==> config.mk <==
export PLATFORM = sky130hd
export DESIGN_NAME = seq_bin2bcd
export DESIGN_NICKNAME = d
export VERILOG_FILES = /design/src/rtl/seq_bin2bcd.sv
export SDC_FILE = /design/constraint.sdc
export NUM_CORES = 1
export LEC_CHECK = 0
export CORE_UTILIZATION = 41
export CTS_BUF_LIST = sky130_fd_sc_hd__clkbuf_8
export CTS_CLUSTER_SIZE = 28
export DETAILED_ROUTE_END_ITERATION = 12
export PLACE_DENSITY = 0.62
export SYNTH_ARGS = -nofsm -noshare
export SYNTH_HDL_FRONTEND = slang
export SYNTH_SLANG_ARGS = --single-unit
==> constraint.sdc <==
create_clock -name clk -period 1.6 [get_ports clk]
set_input_delay 0.4 -clock clk [delete_from_list [all_inputs] [get_ports clk]]
set_output_delay 0.4 -clock clk [all_outputs]
set_load 0.1 [all_outputs]
==> src/rtl/seq_bin2bcd.sv <==
// seq_bin2bcd: iterative double-dabble converter; start/bin_in in, busy/done/bcd_out/overflow out
module seq_bin2bcd #(
  parameter int BIN_WIDTH = 8,
  parameter int DIGITS = 3
) (
  input  logic                  clk,
  input  logic                  reset,
  input  logic                  start,
  input  logic [BIN_WIDTH-1:0]  bin_in,
  output logic                  busy,
  output logic                  done,
  output logic [4*DIGITS-1:0]   bcd_out,
  output logic                  overflow
);
  localparam int BW = 4 * DIGITS;
  localparam int CW = $clog2(BIN_WIDTH + 1);
  typedef enum logic [1:0] {IDLE, ADJUST, SHIFT} state_t;
  state_t state_q, state_d;
  logic [BIN_WIDTH-1:0] sh_q, sh_d;
  logic [BW-1:0] scr_q, scr_d, adj, shifted, bcd_q, bcd_d;
  logic [CW-1:0] cnt_q, cnt_d;
  logic ovf_q, ovf_d, busy_q, busy_d, done_q, done_d, overflow_q, overflow_d;
  always_comb begin
    adj = scr_q;
    for (int i = 0; i < DIGITS; i++)
      adj[4*i +: 4] = scr_q[4*i +: 4] > 4'd4 ? scr_q[4*i +: 4] + 4'd3 : scr_q[4*i +: 4];
  end
  assign shifted = {scr_q[BW-2:0], sh_q[BIN_WIDTH-1]};
  always_comb begin
    state_d = state_q;
    sh_d = sh_q;
    scr_d = scr_q;
    cnt_d = cnt_q;
    ovf_d = ovf_q;
    busy_d = busy_q;
    done_d = 1'b0;
    bcd_d = bcd_q;
    overflow_d = overflow_q;
    case (state_q)
      IDLE: if (start) begin
        sh_d = bin_in;
        scr_d = '0;
        ovf_d = 1'b0;
        cnt_d = CW'(BIN_WIDTH);
        busy_d = 1'b1;
        state_d = ADJUST;
      end
      ADJUST: begin
        scr_d = adj;
        state_d = SHIFT;
      end
      SHIFT: begin
        scr_d = shifted;
        sh_d = sh_q << 1;
        ovf_d = ovf_q | scr_q[BW-1];
        cnt_d = cnt_q - 1'b1;
        state_d = cnt_q == CW'(1) ? IDLE : ADJUST;
        if (cnt_q == CW'(1)) begin
          bcd_d = shifted;
          overflow_d = ovf_q | scr_q[BW-1];
          done_d = 1'b1;
          busy_d = 1'b0;
        end
      end
      default: state_d = IDLE;
    endcase
  end
  always_ff @(posedge clk) begin
    if (reset) begin
      state_q <= IDLE;
      sh_q <= '0;
      scr_q <= '0;
      cnt_q <= '0;
      ovf_q <= 1'b0;
      busy_q <= 1'b0;
      done_q <= 1'b0;
      bcd_q <= '0;
      overflow_q <= 1'b0;
    end else begin
      state_q <= state_d;
      sh_q <= sh_d;
      scr_q <= scr_d;
      cnt_q <= cnt_d;
      ovf_q <= ovf_d;
      busy_q <= busy_d;
      done_q <= done_d;
      bcd_q <= bcd_d;
      overflow_q <= overflow_d;
    end
  end
  assign busy = busy_q;
  assign done = done_q;
  assign bcd_out = bcd_q;
  assign overflow = overflow_q;
endmodule

== Word-level counts from Yosys, hierarchy flattened ==
Cells that the tools add are included.
Storage, ports and cells
  word-level logic and storage cells: 56
  output and inout bits: 15
  input bits: 11
  register bits after elaboration: 42
Operators by class
  equality and inequality tests: 8
  bitwise gates (word level): 2
  mux-type cells: 18
  add/sub/neg operators: 4
  $lt $le $gt $ge: 3
  reduce and logical (&&, ||, !) cells: 10
Operators with widths (number)
  $pmux W12 S3: 1
  $mux W4: 4
  $pmux W8 S2: 1
  $add A4 B2 Y4 const B: 3
  $gt A4 B3 Y1 const B: 3
  $mux W12: 1
  $reduce_and A3 Y1: 4
  $ne A2 B2 Y1 const B: 5
  $mux W8: 1
  $pmux W4 S2: 1
  $pmux W2 S3: 1
  $mux W1: 5
  $eq A4 B1 Y1 const B: 1
  $pmux W1 S2: 2
  $reduce_and A2 Y1: 2
  $sub A4 B1 Y4 const B: 1
  $reduce_bool A3 Y1: 1
  $eq A2 B1 Y1 const B: 1
  $eq A2 B2 Y1 const B: 1
  $logic_not A2 Y1: 1
  $mux W2: 1
  $reduce_bool A2 Y1: 1
  $reduce_or A2 Y1: 1
  $not A1 Y1: 1
  $or A1 B1 Y1: 1

== Longest topological paths before layout ==
  word-level depth: 3
  gate-level depth with buffers: 10
  depth with buffers taken out: 6

== Worst setup path before layout ==
No wires, ideal clock.
  kind: flip-flop to flip-flop
  start: register state_q[0]
  end: register scr_q[4]
  path slack: -153 ps
  arrival: 1621 ps
  stages on the path, launching flop included: 11
  library setup time: 132 ps
  required time: 1468 ps
  period minus slack after synthesis: 1753 ps
  buffers on the path: 4
  cells stage by stage: dfxtp_1 inv_1 ha_1 buf_6 nor2b_4 buf_6 or2_1 buf_6 buf_6 o21ai_1 a21oi_1
Between the ends
  cells in the longest elaborated chain, start to end: 3
  elaborated cells between the ends (all ways): 8
  those cells by class: 4 x eq/ne; 1 x mux; 3 x reduce/logical
RTL lines
  start: declaration: RTL line 18  | state_t state_q, state_d;
  start signal: assignment: RTL line 80  | state_q <= state_d;
  $eq A2 B1 Y1 (tied with other cells): RTL line 39  | case (state_q)
  $ne A2 B2 Y1 (no source line) or $reduce_bool A3 Y1 (tied branches)
  $reduce_and A3 Y1 (no source line)
  end signal: assignment: RTL line 82  | scr_q <= scr_d;
  end: declaration: RTL line 20  | logic [BW-1:0] scr_q, scr_d, adj, shifted, bcd_q, bcd_d;
Parallel ways exist; a longest one is shown, timed or not.
A chain may end at the register's enable or synchronous reset.

== Worst setup path in the final report ==
  start: register state_q[0]
  end: register scr_q[11]
Same word-level chain as after synthesis.

==> results.tsv <==
stage	metric	value	unit
status	status	completed	
synthesis	synthCells	232	
layout	finish.instance_area	2920	um^2
timing	timing.final.crit_share	99.5	%
worst_setup_path	cp-start-kind	register	
clock_network	cts_buffers	5	
die	core_area	4790	um^2
worst_setup_path	slowest_stage	dfxtp_2	
drt	wl_per_cell	13.4	um
synthesis	yosys-top-cells-count	dfxtp_1 (42), a21oi_1 (19), nor2_1 (18)	
clock_network	path_clk_slew	0.08	ns
synthesis	muxShareOfSynthArea	3.40	%
timing	tightest_slew	0.676	ns
layout	finalNetCount	303	
grt	grt_overflow_total	0	
clock_network	cts_htree_levels	2	
die	dieHeight	72.9	um
drt	firstDrtPassIters	4	
drt	drc	0	
synthesis	synth_flop_cell	dfxtp_1	
die	row_count	25	
synthesis	synth_cell_types	32	
synthesis	yosys_warnings	0	
synthesis	ys_seq_area_share	40.8	%
worst_setup_path	critical_path_required	1.80	ns
timing	rsz0062_at_grt	yes	
die	die_w	72.9	um
clock_network	clock_sink_count	42	
grt	grt_max_degree	32	
pwr	leakage	1.09	nW
die	initial_utilization	43.1	%
drt	wl	4690	um
worst_setup_path	crit_path_max_fanout	15	
placed_design	hpwlAfterDp	3310	um
pwr	power_density	805	nW/um^2
synthesis	synth-compound-area-share	26.1	%
timing	drv_slew	0	
timing	clock.fmax	628	MHz
synthesis	synth_nets	252	
clock_network	clock_path_buffers	2	
synthesis	synth_adder_area_share	5.46	%
pwr	fin_total_pwr	0.00235	W
grt	antenna_found_initial	0	
drt	drtIter0Drc	187	
timing	setup_tns	0	ns
clock_network	tritoncts	built	
drt	route.met2.wl	2220	um
synthesis	synth_top_family_by_area	compound AO/OA/AOI/OAI gates	
synthesis	synth_edf_count	0	
clock_network	holdBufCountCts	0	
placed_design	post_dp_cell_area	2760	um^2
synthesis	yosysMostFrequentCell	dfxtp_1	
timing	finalSetupViolations	0	
worst_setup_path	worstSetupPathType	reg -> reg	
layout	drive_above_1_share	27.0	%
grt	grt_pass1_wl	7900	um
layout	nFillCells	424	
drt	drt-vias-per-instance	5.30	
synthesis	synth-async-reset-ratio	0	%
drt	postRouteAntennaNets	0	
worst_setup_path	crit_chain	inv_2 -> buf_6 -> ha_4 -> nor2b_4 -> or2_1 -> buf_12 -> o41ai_2	
worst_setup_path	cp_slowest_stage_delay	0.34	ns
placed_design	io_buffers	25	
drt	top_layer	met4	
synthesis	netlist.area_leader.share	40.8	%
placed_design	place.gp.congestion	0.822	
job	cap_viol_max_count	0	
layout	syn_to_final_growth	41.5	%
clock_network	clkLatencyLatePin	0.30	ns
synthesis	netlist_top_cells_area	dfxtp_1 (41%), ha_1 (5.5%), a22o_1 (5.1%), a21oi_1 (4.6%), mux2i_1 (3.4%)	
synthesis	yosysTopAreaCell	dfxtp_1	
die	dieArea	5320	um^2
drt	wl_met1	2260	um
worst_setup_path	cp-end-kind	register	
grt	grt_pass1_vias	1686	
drt	vias	1850	
grt	grtUsageTotal	19.6	%
synthesis	synth_area	2060	um^2
layout	final_cells	349	
die	io_pins	26	
synthesis	synth-simple-area-share	15.8	%
pwr	ir_drop	0.546	mV
synthesis	synth-seq-cells	42	
layout	antenna_cells	0	
synthesis	synth_xor_area_share	1.27	%
synthesis	avgSynthCellArea	8.89	um^2
worst_hold_path	min_path_type	reg -> reg	
clock_network	clockRootBuffer	clkbuf_8	
timing	hold_viol_final	0	
placed_design	place_inst	343	
timing	worst_clock_skew	0.00988	ns
timing	fin_crit	1.59	ns
clock_network	postCtsSetupBuffers	0	
worst_setup_path	arrival	1.79	ns
layout	final_util	61.0	%
drt	route.met3.wl	162	um
timing	slew_headroom	54.9	%
==> where the power goes <==
part	internal [W]	switching (W)	total, W
combinational	0.000262	0.000291	0.000553
sequential	0.00109	0.0000249	0.00111
clock	0.000333	0.000354	0.000687
total	0.00168	0.000670	0.00235
==> sequential cells by signal, indices dropped and copies added (netlist names) <==
signal	count
bcd_out	12
scr_q	12
sh_q	8
cnt_q	4
state_q	2
busy	1
done	1
overflow	1
ovf_q	1
==> cell type report <==
cell class | count | area (um^2) | area share, %
inverter | 15 | 56.3 | 1.93
timing repair buffer | 59 | 708 | 24.3
tap | 67 | 83.8 | 2.87
multi-input combinational | 160 | 1150 | 39.2
sequential | 42 | 843 | 28.9
clock buffer | 6 | 82.6 | 2.83
==> final timing paths <==
kind               from   endpoint  slack (ns)  cells past startpoint
max          state_q[0]  scr_q[11]       0.008                      7
min             sh_q[0]    sh_q[0]        0.50                      2
max reg2reg  state_q[0]  scr_q[11]       0.008                      7
min reg2reg     sh_q[0]    sh_q[0]        0.50                      2
==> kinds of logic (layout without fill, tap and decap cells) <==
| logic type | after synthesis | after routing |
|---|---|---|
| buffers and inverters | 30 | 80 |
| XOR/XNOR | 3 | 3 |
| flip-flops | 42 | 42 |
| AND/OR/NAND/NOR | 62 | 62 |
| AO/OA/AOI/OAI | 79 | 79 |
| adder cells (fa/ha/maj) | 9 | 9 |
| multiplexers | 7 | 7 |
==> cells in the final DEF, fill, tap and decap left out, drive strengths merged <==
cell,count
a211oi,8
xor2,3
inv,15
a311oi,3
a22oi,2
nor2,18
clkdlybuf4s50,10
or2,1
nor2b,4
nor3,6
a21oi,19
o22ai,7
nor3b,2
ha,9
o21ai,20
clkbuf,6
nand3,10
o31a,1
nand2b,10
nand2,7
o41ai,3
a22o,12
dfxtp,42
buf,49
mux2i,7
nand3b,4
a2bb2oi,1
a32oi,3
==> worst max-delay path: cells and delay by family, from the launching register on <==
family          cells  cell delay [ns]
compound gates      1             0.30
fa+ha+maj           1             0.15
buf+inv             3             0.32
flops               1             0.34
simple gates        2             0.37
==> metrics by stage <==
| step | worst slack (ns) | hold WS, ns |
|---|---|---|
| after floorplan | -0.0314 | 0.457 |
| after global placement | -0.411 | 0.473 |
| after detailed placement | -0.457 | 0.481 |
| after CTS | -0.0205 | 0.499 |
| after global routing | -0.0603 | 0.519 |
| final | 0.00754 | 0.498 |
==> routing by layer <==
metal | global-route usage, % | vias up
li1 | - | 940
met1 | 25.9 | 873
met2 | 31.9 | 31
met3 | 4.14 | 6
met4 | 6.54 | 0
met5 | 0 | -
==> what timing repair did <==
action | in CTS | in global routing
endpoints found under the setup margin | 25 | 33
gates resized for setup | 6 | 13
pin swaps | 0 | 5
hold endpoints to repair | 0 | 0
Note: power is estimated with default switching activity, not from simulation.
